File: src/rtl/wishbone_pkg.sv
// Shared Wishbone B4 constants: cycle type, burst type
// and the slave responder state encoding.
package wishbone_pkg;

   localparam logic [2:0] CTI_CLASSIC = 3'b000;
   localparam logic [2:0] CTI_CONST   = 3'b001;
   localparam logic [2:0] CTI_INCR    = 3'b010;
   localparam logic [2:0] CTI_EOB     = 3'b111;

   localparam logic [1:0] BTE_LINEAR = 2'b00;
   localparam logic [1:0] BTE_WRAP4  = 2'b01;
   localparam logic [1:0] BTE_WRAP8  = 2'b10;
   localparam logic [1:0] BTE_WRAP16 = 2'b11;

   typedef enum logic [1:0] {
      IDLE,
      WAIT,
      RESP
   } wb_state_e;

endpackage

File: src/rtl/wishbone_burst_addr.sv
// Next word index of an incrementing burst for a given BTE,
// plus whether that index still lies inside the memory.
module wishbone_burst_addr
   import wishbone_pkg::*;
#(
   parameter int IDX_W     = 4,
   parameter int MEM_DEPTH = 16
) (
   input  logic [IDX_W-1:0] idx_i,
   input  logic [1:0]       bte_i,
   output logic [IDX_W-1:0] nxt_o,
   output logic             inr_o
);

   logic [IDX_W-1:0] inc;
   logic [IDX_W-1:0] mask;

   always_comb begin
      inc  = idx_i + IDX_W'(1);
      mask = IDX_W'(MEM_DEPTH - 1);
      unique case (bte_i)
         BTE_LINEAR: mask = IDX_W'(MEM_DEPTH - 1);
         BTE_WRAP4:  mask = IDX_W'(3);
         BTE_WRAP8:  mask = IDX_W'(7);
         BTE_WRAP16: mask = IDX_W'(15);
         default:    mask = IDX_W'(MEM_DEPTH - 1);
      endcase
      // Upper bits stay put, the bits inside the block wrap.
      nxt_o = (idx_i & ~mask) | (inc & mask);
      inr_o = {1'b0, nxt_o} < (IDX_W + 1)'(MEM_DEPTH);
   end

endmodule

File: src/rtl/wishbone_mem_slave.sv
// Wishbone B4 memory slave: byte selects, wait states,
// error on out-of-range access, CTI/BTE incrementing bursts.
module wishbone_mem_slave
   import wishbone_pkg::*;
#(
   parameter int WB_ADDR_W   = 32,
   parameter int WB_DATA_W   = 32,
   parameter int WB_TGD_W    = 8,
   parameter int WB_TGC_W    = 4,
   parameter int WB_TGA_W    = 2,
   parameter int MEM_DEPTH   = 16,
   parameter int WAIT_STATES = 0
) (
   input  logic                   CLK_I,
   input  logic                   RST_I,
   input  logic [WB_ADDR_W-1:0]   ADR_I,
   input  logic [WB_DATA_W-1:0]   DAT_I,
   output logic [WB_DATA_W-1:0]   DAT_O,
   input  logic [WB_DATA_W/8-1:0] SEL_I,
   input  logic                   WE_I,
   input  logic                   STB_I,
   input  logic                   CYC_I,
   input  logic                   LOCK_I,
   input  logic [WB_TGD_W-1:0]    TGD_I,
   input  logic [WB_TGA_W-1:0]    TGA_I,
   input  logic [WB_TGC_W-1:0]    TGC_I,
   input  logic [2:0]             CTI_I,
   input  logic [1:0]             BTE_I,
   output logic                   ACK_O,
   output logic                   ERR_O,
   output logic                   RTY_O
);

   localparam int NB    = WB_DATA_W / 8;
   localparam int BW    = $clog2(NB);
   localparam int AW    = $clog2(MEM_DEPTH);
   localparam int IDX_W = (AW > 4) ? AW : 4;

   wb_state_e state_q, state_d;
   logic [3:0]           cnt_q, cnt_d;
   logic [IDX_W-1:0]     idx_q, idx_d;
   logic                 inr_q, inr_d;
   logic [WB_DATA_W-1:0] dat_q, dat_d;
   logic [WB_DATA_W-1:0] mem_q [MEM_DEPTH];

   logic [IDX_W-1:0] adr_idx;
   logic             adr_inr;
   logic [IDX_W-1:0] nxt_idx;
   logic             nxt_inr;
   logic             beat;
   logic             resp;
   logic             wr_en;
   logic             unused_ok;

   assign adr_idx = ADR_I[BW +: IDX_W];
   assign adr_inr = (ADR_I >> (BW + AW)) == '0;
   assign beat    = CYC_I & STB_I;

   wishbone_burst_addr #(
      .IDX_W     (IDX_W),
      .MEM_DEPTH (MEM_DEPTH)
   ) u_burst_addr (
      .idx_i (idx_q),
      .bte_i (BTE_I),
      .nxt_o (nxt_idx),
      .inr_o (nxt_inr)
   );

   always_comb begin
      state_d = state_q;
      cnt_d   = cnt_q;
      idx_d   = idx_q;
      inr_d   = inr_q;
      wr_en   = 1'b0;
      case (state_q)
         IDLE: begin
            if (beat) begin
               idx_d = adr_idx;
               inr_d = adr_inr;
               if (WAIT_STATES > 0) begin
                  state_d = WAIT;
                  cnt_d   = 4'(WAIT_STATES - 1);
               end else begin
                  state_d = RESP;
               end
            end
         end
         WAIT: begin
            if (!beat) begin
               state_d = IDLE;
            end else if (cnt_q == '0) begin
               state_d = RESP;
            end else begin
               cnt_d = cnt_q - 4'd1;
            end
         end
         RESP: begin
            // STB low with CYC high is a master wait: hold.
            if (!CYC_I) begin
               state_d = IDLE;
            end else if (STB_I) begin
               wr_en = inr_q & WE_I;
               if (inr_q && CTI_I == CTI_INCR) begin
                  idx_d = nxt_idx;
                  inr_d = nxt_inr;
               end else begin
                  state_d = IDLE;
               end
            end
         end
         default: state_d = IDLE;
      endcase
      dat_d = '0;
      if (state_d == RESP && inr_d) begin
         dat_d = mem_q[idx_d[AW-1:0]];
      end
   end

   always_ff @(posedge CLK_I or negedge RST_I) begin
      if (!RST_I) begin
         state_q <= IDLE;
         cnt_q   <= '0;
         idx_q   <= '0;
         inr_q   <= 1'b0;
         dat_q   <= '0;
      end else begin
         state_q <= state_d;
         cnt_q   <= cnt_d;
         idx_q   <= idx_d;
         inr_q   <= inr_d;
         dat_q   <= dat_d;
      end
   end

   always_ff @(posedge CLK_I or negedge RST_I) begin
      if (!RST_I) begin
         for (int i = 0; i < MEM_DEPTH; i++) begin
            mem_q[i] <= '0;
         end
      end else if (wr_en) begin
         for (int b = 0; b < NB; b++) begin
            if (SEL_I[b]) begin
               mem_q[idx_q[AW-1:0]][8*b +: 8] <= DAT_I[8*b +: 8];
            end
         end
      end
   end

   assign resp  = (state_q == RESP) & beat;
   assign ACK_O = resp & inr_q;
   assign ERR_O = resp & ~inr_q;
   assign RTY_O = 1'b0;
   assign DAT_O = ACK_O ? dat_q : '0;

   assign unused_ok = ^{LOCK_I, TGD_I, TGA_I, TGC_I, ADR_I};

endmodule

File: config.mk
export PLATFORM = sky130hd
export DESIGN_NAME = wishbone_mem_slave
export DESIGN_NICKNAME = d
export VERILOG_FILES = /design/src/rtl/wishbone_pkg.sv /design/src/rtl/wishbone_burst_addr.sv /design/src/rtl/wishbone_mem_slave.sv
export SDC_FILE = /design/constraint.sdc
export NUM_CORES = 1
export LEC_CHECK = 0
export CAP_MARGIN = 20
export CORE_AREA = 8 8 275 277
export CTS_CLUSTER_SIZE = 12
export DETAILED_ROUTE_END_ITERATION = 10
export DIE_AREA = 0 0 283 285
export HOLD_SLACK_MARGIN = 0.1
export SETUP_SLACK_MARGIN = 0.05
export SLEW_MARGIN = 5
export SYNTH_ARGS = -nofsm -noshare
export SYNTH_HDL_FRONTEND = slang
export SYNTH_SLANG_ARGS = --single-unit
File: constraint.sdc
create_clock -name CLK_I -period 3.7 [get_ports CLK_I]
set_input_delay 0.74 -clock CLK_I [delete_from_list [all_inputs] [get_ports CLK_I]]
set_output_delay 0.74 -clock CLK_I [all_outputs]
set_load 0.01 [all_outputs]
Word level (Yosys, flattened, before mapping)
Index checks and enable logic that the tools add are counted.
{ "op_classes": {"n_mux": 45, "bitwise": 13, "n_eq_ne": 7, "magnitude_cmp": 3, "reduce_logical": 9, "add_sub_neg": 2} }
{ "op_table": {"columns": ["cell", "count"], "rows": [
  ["$mux W512", 7],
  ["$bwmux W512", 4],
  ["$demux W32 S4", 4],
  ["$mux W32", 5],
  ["$bmux W32 S4", 1],
  ["$logic_not A32 Y1", 1],
  ["$mux W24", 1],
  ["$mux W16", 1],
  ["$mux W4", 4],
  ["$mux W2", 6],
  ["$pmux W4 S3", 1],
  ["$ge A5 B5 Y1 const B", 2],
  ["$not A4 Y5", 2],
  ["$and A4 B4 Y4", 2],
  ["$eq A2 B2 Y1 const B", 4],
  ["$mux W8", 1],
  ["$pmux W4 S2", 1],
  ["$mux W1", 7],
  ["$pmux W2 S3", 1],
  ["$and A1 B1 Y1", 5],
  ["$lt A5 B1 Y1 const B", 1],
  ["$add A4 B1 Y4 const B", 1],
  ["$eq A2 B1 Y1 const B", 2],
  ["$logic_not A2 Y1", 2],
  ["other kinds (10)", 13]
]} }
{ "word_totals": {"ff_bits": 555, "inputBits": 93, "elab_cells": 100, "output_inout_bits": 35} }

Depth between registers and ports, before layout
Gate-level depths: netlist (run 1).
{ "logic_depth": {"word_depth": 16, "ltp_mapped": 13} }

By module
From an unflattened synthesis (run 1), not the netlist that was laid out.
{ "hier_totals": {"cells_unflattened": 2156, "hier_area_um2": 25588.3} }
{ "modules_own_cells": {"columns": ["module", "n_inst", "cells_per_inst", "area_per_inst_um2"], "rows": [
  ["wishbone_mem_slave", 1, 2146, 25514.5],
  ["wishbone_burst_addr", 1, 10, 73.8]
]} }

Least setup slack after synthesis (run 1)
OpenSTA, ideal clock, no wires.
{ "synth_timing": {"kind": "in2out", "start": "input STB_I", "end": "output DAT_O[11]", "path_stages": 7, "slack_ps": 935, "arrival_time_ps": 2025, "path_cell_list": "buf_2 and3b_1 buf_4 and3_1 buf_4 clkbuf_1 and2_1"} }
{ "synth_between": {"elab_chain_len": 4} }
{ "synth_lines": {"columns": ["item", "line", "rtl"], "rows": [
  ["start, declared", "wishbone_mem_slave.sv:21", "input logic STB_I,"],
  ["$and A1 B1 Y1", "wishbone_mem_slave.sv:57", "assign beat = CYC_I & STB_I;"],
  ["$and A1 B1 Y1", "wishbone_mem_slave.sv:149", "assign resp = (state_q == RESP) & beat;"],
  ["$and A1 B1 Y1", "wishbone_mem_slave.sv:150", "assign ACK_O = resp & inr_q;"],
  ["named net ACK_O", "wishbone_mem_slave.sv:29", "output logic ACK_O,"],
  ["$mux W32", "wishbone_mem_slave.sv:153", "assign DAT_O = ACK_O ? dat_q : '0;"],
  ["end, declared", "wishbone_mem_slave.sv:18", "output logic [WB_DATA_W-1:0] DAT_O,"]
]} }
The timed path passes the listed nets, and every way through them passes these cells.

Final worst setup path (run 1)
{ "layout_timing": {"start": "input CYC_I", "end": "output DAT_O[0]"} }
{ "layout_between": {"elab_chain_len": 4} }
{ "layout_lines": {"columns": ["item", "line", "rtl"], "rows": [
  ["start, declared", "wishbone_mem_slave.sv:22", "input logic CYC_I,"],
  ["$and A1 B1 Y1", "wishbone_mem_slave.sv:57", null],
  ["$and A1 B1 Y1", "wishbone_mem_slave.sv:149", null],
  ["$and A1 B1 Y1", "wishbone_mem_slave.sv:150", null],
  ["$mux W32", "wishbone_mem_slave.sv:153", null]
]} }
No other way between the ends.

==> impl_metrics.tcl, run 1 <==
set metrics [dict create \
    outcome "completed" \
    synth.area.top_cells "dfrtp_1 (49%), mux2_2 (20%), nand3_1 (3.9%)" \
    nets 2649 \
    crit_type "in -> out" \
    fillers 6330 \
    finalHoldViolCount 0 \
    dp_hpwl_mm 54.9 \
    p_seq_frac 0.440 \
    clkPwrFrac 0.436 \
    initial_utilization 0.397 \
    worstMarginPinSlew_ns 0.746 \
    slew_headroom 0.503 \
    crit_buf_inv 3 \
    r2r_end "dat_q[21]" \
    grt_use_met1 0.270 \
    die-area_sq_um 80700 \
    r2r_setup_slack_ns 0.77 \
    grt_remaining_overflow 0 \
    syn_to_final_growth_pct 16.5 \
    post-route-period-util 0.949 \
    async_flop_share 1.00 \
    synth.avg_cell_area_sq_um 11.4 \
    max_freq_mhz 285 \
    crit_top_cell "clkdlybuf4s50_1" \
    cpPeakStageDelay_ns 0.59 \
    vias 21500 \
    rsz0062_at_grt "no" \
    detailedRoute.firstIterationViolations 1981 \
    final_antenna_net_count 0 \
    worstPathRequired_ns 2.96 \
    clock_skew_ns 0.0148 \
    top_usage_layer "met2" \
    core_area_sq_um 71000 \
    syn_nets 2566 \
    clockBufferDepth 3 \
    seq_area_frac_synth 0.493 \
    cts_tree "done" \
    cts.hold.buffers_added 0 \
    met3_usage 0.0345 \
    startpoint "CYC_I" \
    finalSetupViolations 0 \
    cts.clk_slew.worst_paths_ns 0.06 \
    utilization 0.462 \
    wl_mm 86.9 \
    antenna_found_initial 7 \
    grt.total_usage 0.209 \
    cellLeakagePower_nw 14.8 \
    numCtsBuffers 59 \
    slew_viol_final 0 \
    drive_gt1_frac 0.317 \
    p_int_mw 10.2 \
    r2r_start "idx_q[0]" \
    synthTopCellsByCount "dfrtp_1 (555), mux2_2 (512), nand3_1 (218), nand2_1 (216), a221oi_1 (121)" \
    grt_pass1_vias 22000 \
    p_per_area_nw_per_um2 423 \
    synth_area_sq_um 28200 \
    switching_share 0.265 \
    numPortBuffers 109 \
    die_w_microns 283 \
    cap_viol_max_count 0 \
    synth_edf_count 0 \
    setup_tns_ns 0 \
    num_io_pins 128 \
    p_sw_mw 3.67 \
    drt-wirelength-per-cell_microns 24.5 \
    fp.dieH_microns 285 \
    synth-seq-cells 555 \
    cp.depth 6 \
    crit_path_cell_trace "clkdlybuf4s50_1, and3b_1, and3_2, buf_12, and2_1, clkdlybuf4s50_1" \
    dr.pass1.iters 7 \
    yosysTopAreaCellShare 0.493 \
    worstSkewPairLatency_ns 0.63 \
    synthCells 2467 \
    synth_top_area_cell "dfrtp_1" \
    ys_types 64 \
    crit_path_end "DAT_O[0]" \
    cpMaxStageDelayCell "clkdlybuf4s50_1" \
    p_comb_frac 0.124 \
    critPathMaxFanout 10 \
    ff2ff_path_depth 10 \
    critPathLaunchType "input pin" \
    synth_top_flop_cell "dfrtp_1" \
    grt_max_degree 79 \
    ys_warn_count 0 \
    critPathTopFamily "buffers and inverters" \
    endpoint_kind "output pin" \
    std_cell_rows 98 \
    met2_usage 0.342 \
    remaining_drc_errors 0 \
    htree_num_levels 2 \
    ir_drop_uv 346 \
    grt_pass1_wl_mm 135 \
    clock_tree.root_cell "clkbuf_16" \
    place_congestion 0.825 \
    hold_class "in -> async" \
    period_needed_ns 3.51 \
    arrival_ns 2.77 \
    synthMostInstantiatedCell "dfrtp_1" \
    vias_per_cell 6.08 \
    cts_sinks 555 \
]
==> worst min path at each step <==
stage / to / slack (ns) / start
2_1_floorplan: cnt_q[0] / 0.44 / RST_I
3_3_place_gp: cnt_q[3] / 0.47 / cnt_q[3]
3_5_place_dp: mem_q[80] / 0.49 / mem_q[80]
4_1_cts: mem_q[67] / 0.14 / RST_I
5_1_grt: mem_q[69] / 0.15 / RST_I
6_report: mem_q[69] / 0.12 / RST_I
==> metrics by stage <==
step	cells	area (sq um)	total power [mW]	setup WS, ns	hold slack, ns
2_1_floorplan	2467	28200	7.21	0.935	0.444
4_1_cts	3542	32800	14.0	0.108	0.145
5_1_grt	3544	32800	14.4	0.0952	0.154
3_5_place_dp	3439	30900	7.92	0.178	0.489
6_report	3545	32800	13.9	0.188	0.124
3_3_place_gp	3439	30900	7.90	0.173	0.474
==> area by class of cell <==
cell class	count	area [sq um]	area share
diodes	3	7.51	0.000229
clock buffers	87	1760	0.0537
clock inverters	16	196	0.00598
inverters	8	32.5	0.000991
multi-input cells	1702	13400	0.407
flip-flops and latches	555	13900	0.423
well taps	950	1190	0.0362
repair buffers	224	2400	0.0730
==> state kept, by name, summed over array words and instances, names as in the netlist <==
register  flops
idx_q         4
state_q       2
dat_q        32
cnt_q         4
inr_q         1
mem_q       512
==> cell families (layout without fill, tap and decap cells) <==
group | count (synthesis) | after routing | synth area share
adder cells (fa/ha/maj) | 6 | 6 | 0.00267
AND/OR/NAND/NOR | 609 | 609 | 0.117
flip-flops | 555 | 555 | 0.493
buffers and inverters | 210 | 335 | 0.0351
XOR/XNOR | 2 | 2 | 0.000622
multiplexers | 514 | 514 | 0.205
other | 1 | 4 | 0.000133
AO/OA/AOI/OAI | 570 | 570 | 0.146
==> layer usage <==
metal,routed length [microns],share of wire
met5,41,0.00047
met4,3630,0.042
met3,5300,0.061
met2,42200,0.49
met1,35800,0.41
==> repair_timing <==
action,in CTS,in global routing
setup buffers,0,0
gates resized for setup,0,1
setup endpoints to repair,0,3
endpoints found under the hold margin,0,0
==> power by group through the flow <==
| stage | logic (mW) | registers, mW | clock network (mW) |
|---|---|---|---|
| finish | 1.72 | 6.10 | 6.05 |
| global route | 1.87 | 6.10 | 6.38 |
| CTS | 1.72 | 6.10 | 6.15 |
| detailed placement | 1.71 | 6.21 | 0 |
| global placement | 1.69 | 6.21 | 0 |
| floorplan | 1.01 | 6.20 | 0 |
==> cell usage in the layout (no fill, tap or decap), drive strengths merged, types with 3 or more instances in the layout <==
cell | Yosys | final
dfrtp | 555 | 555
mux2 | 512 | 512
nand3 | 222 | 222
nand2 | 216 | 216
a221oi | 133 | 133
o21ai | 122 | 122
buf | 113 | 116
a22oi | 115 | 115
a21oi | 113 | 113
clkdlybuf4s50 | 0 | 108
clkbuf | 89 | 87
nor2 | 71 | 71
a221o | 46 | 46
and2 | 33 | 33
nand4 | 30 | 30
a22o | 13 | 13
inv | 7 | 10
clkinv | 1 | 8
o22ai | 7 | 7
nor4 | 6 | 6
ha | 6 | 6
and3 | 6 | 6
nor2b | 5 | 5
o211ai | 5 | 5
a31oi | 4 | 4
bufinv | 0 | 4
nand3b | 4 | 4
diode | 0 | 3
a31o | 3 | 3
Note: power is estimated with default switching activity, not from simulation.
==> run 2, diff against run 1 <==
--- a/config.mk
+++ b/config.mk
@@ -5,6 +5,7 @@
 export SDC_FILE = /design/constraint.sdc
 export NUM_CORES = 1
 export LEC_CHECK = 0
+export ABC_CLOCK_PERIOD_IN_PS = 3700
 export CAP_MARGIN = 20
 export CORE_AREA = 8 8 275 277
 export CTS_CLUSTER_SIZE = 12
==> results of run 2 <==
Same layout as run 1: the final DEF is identical, and so are final timing and power.
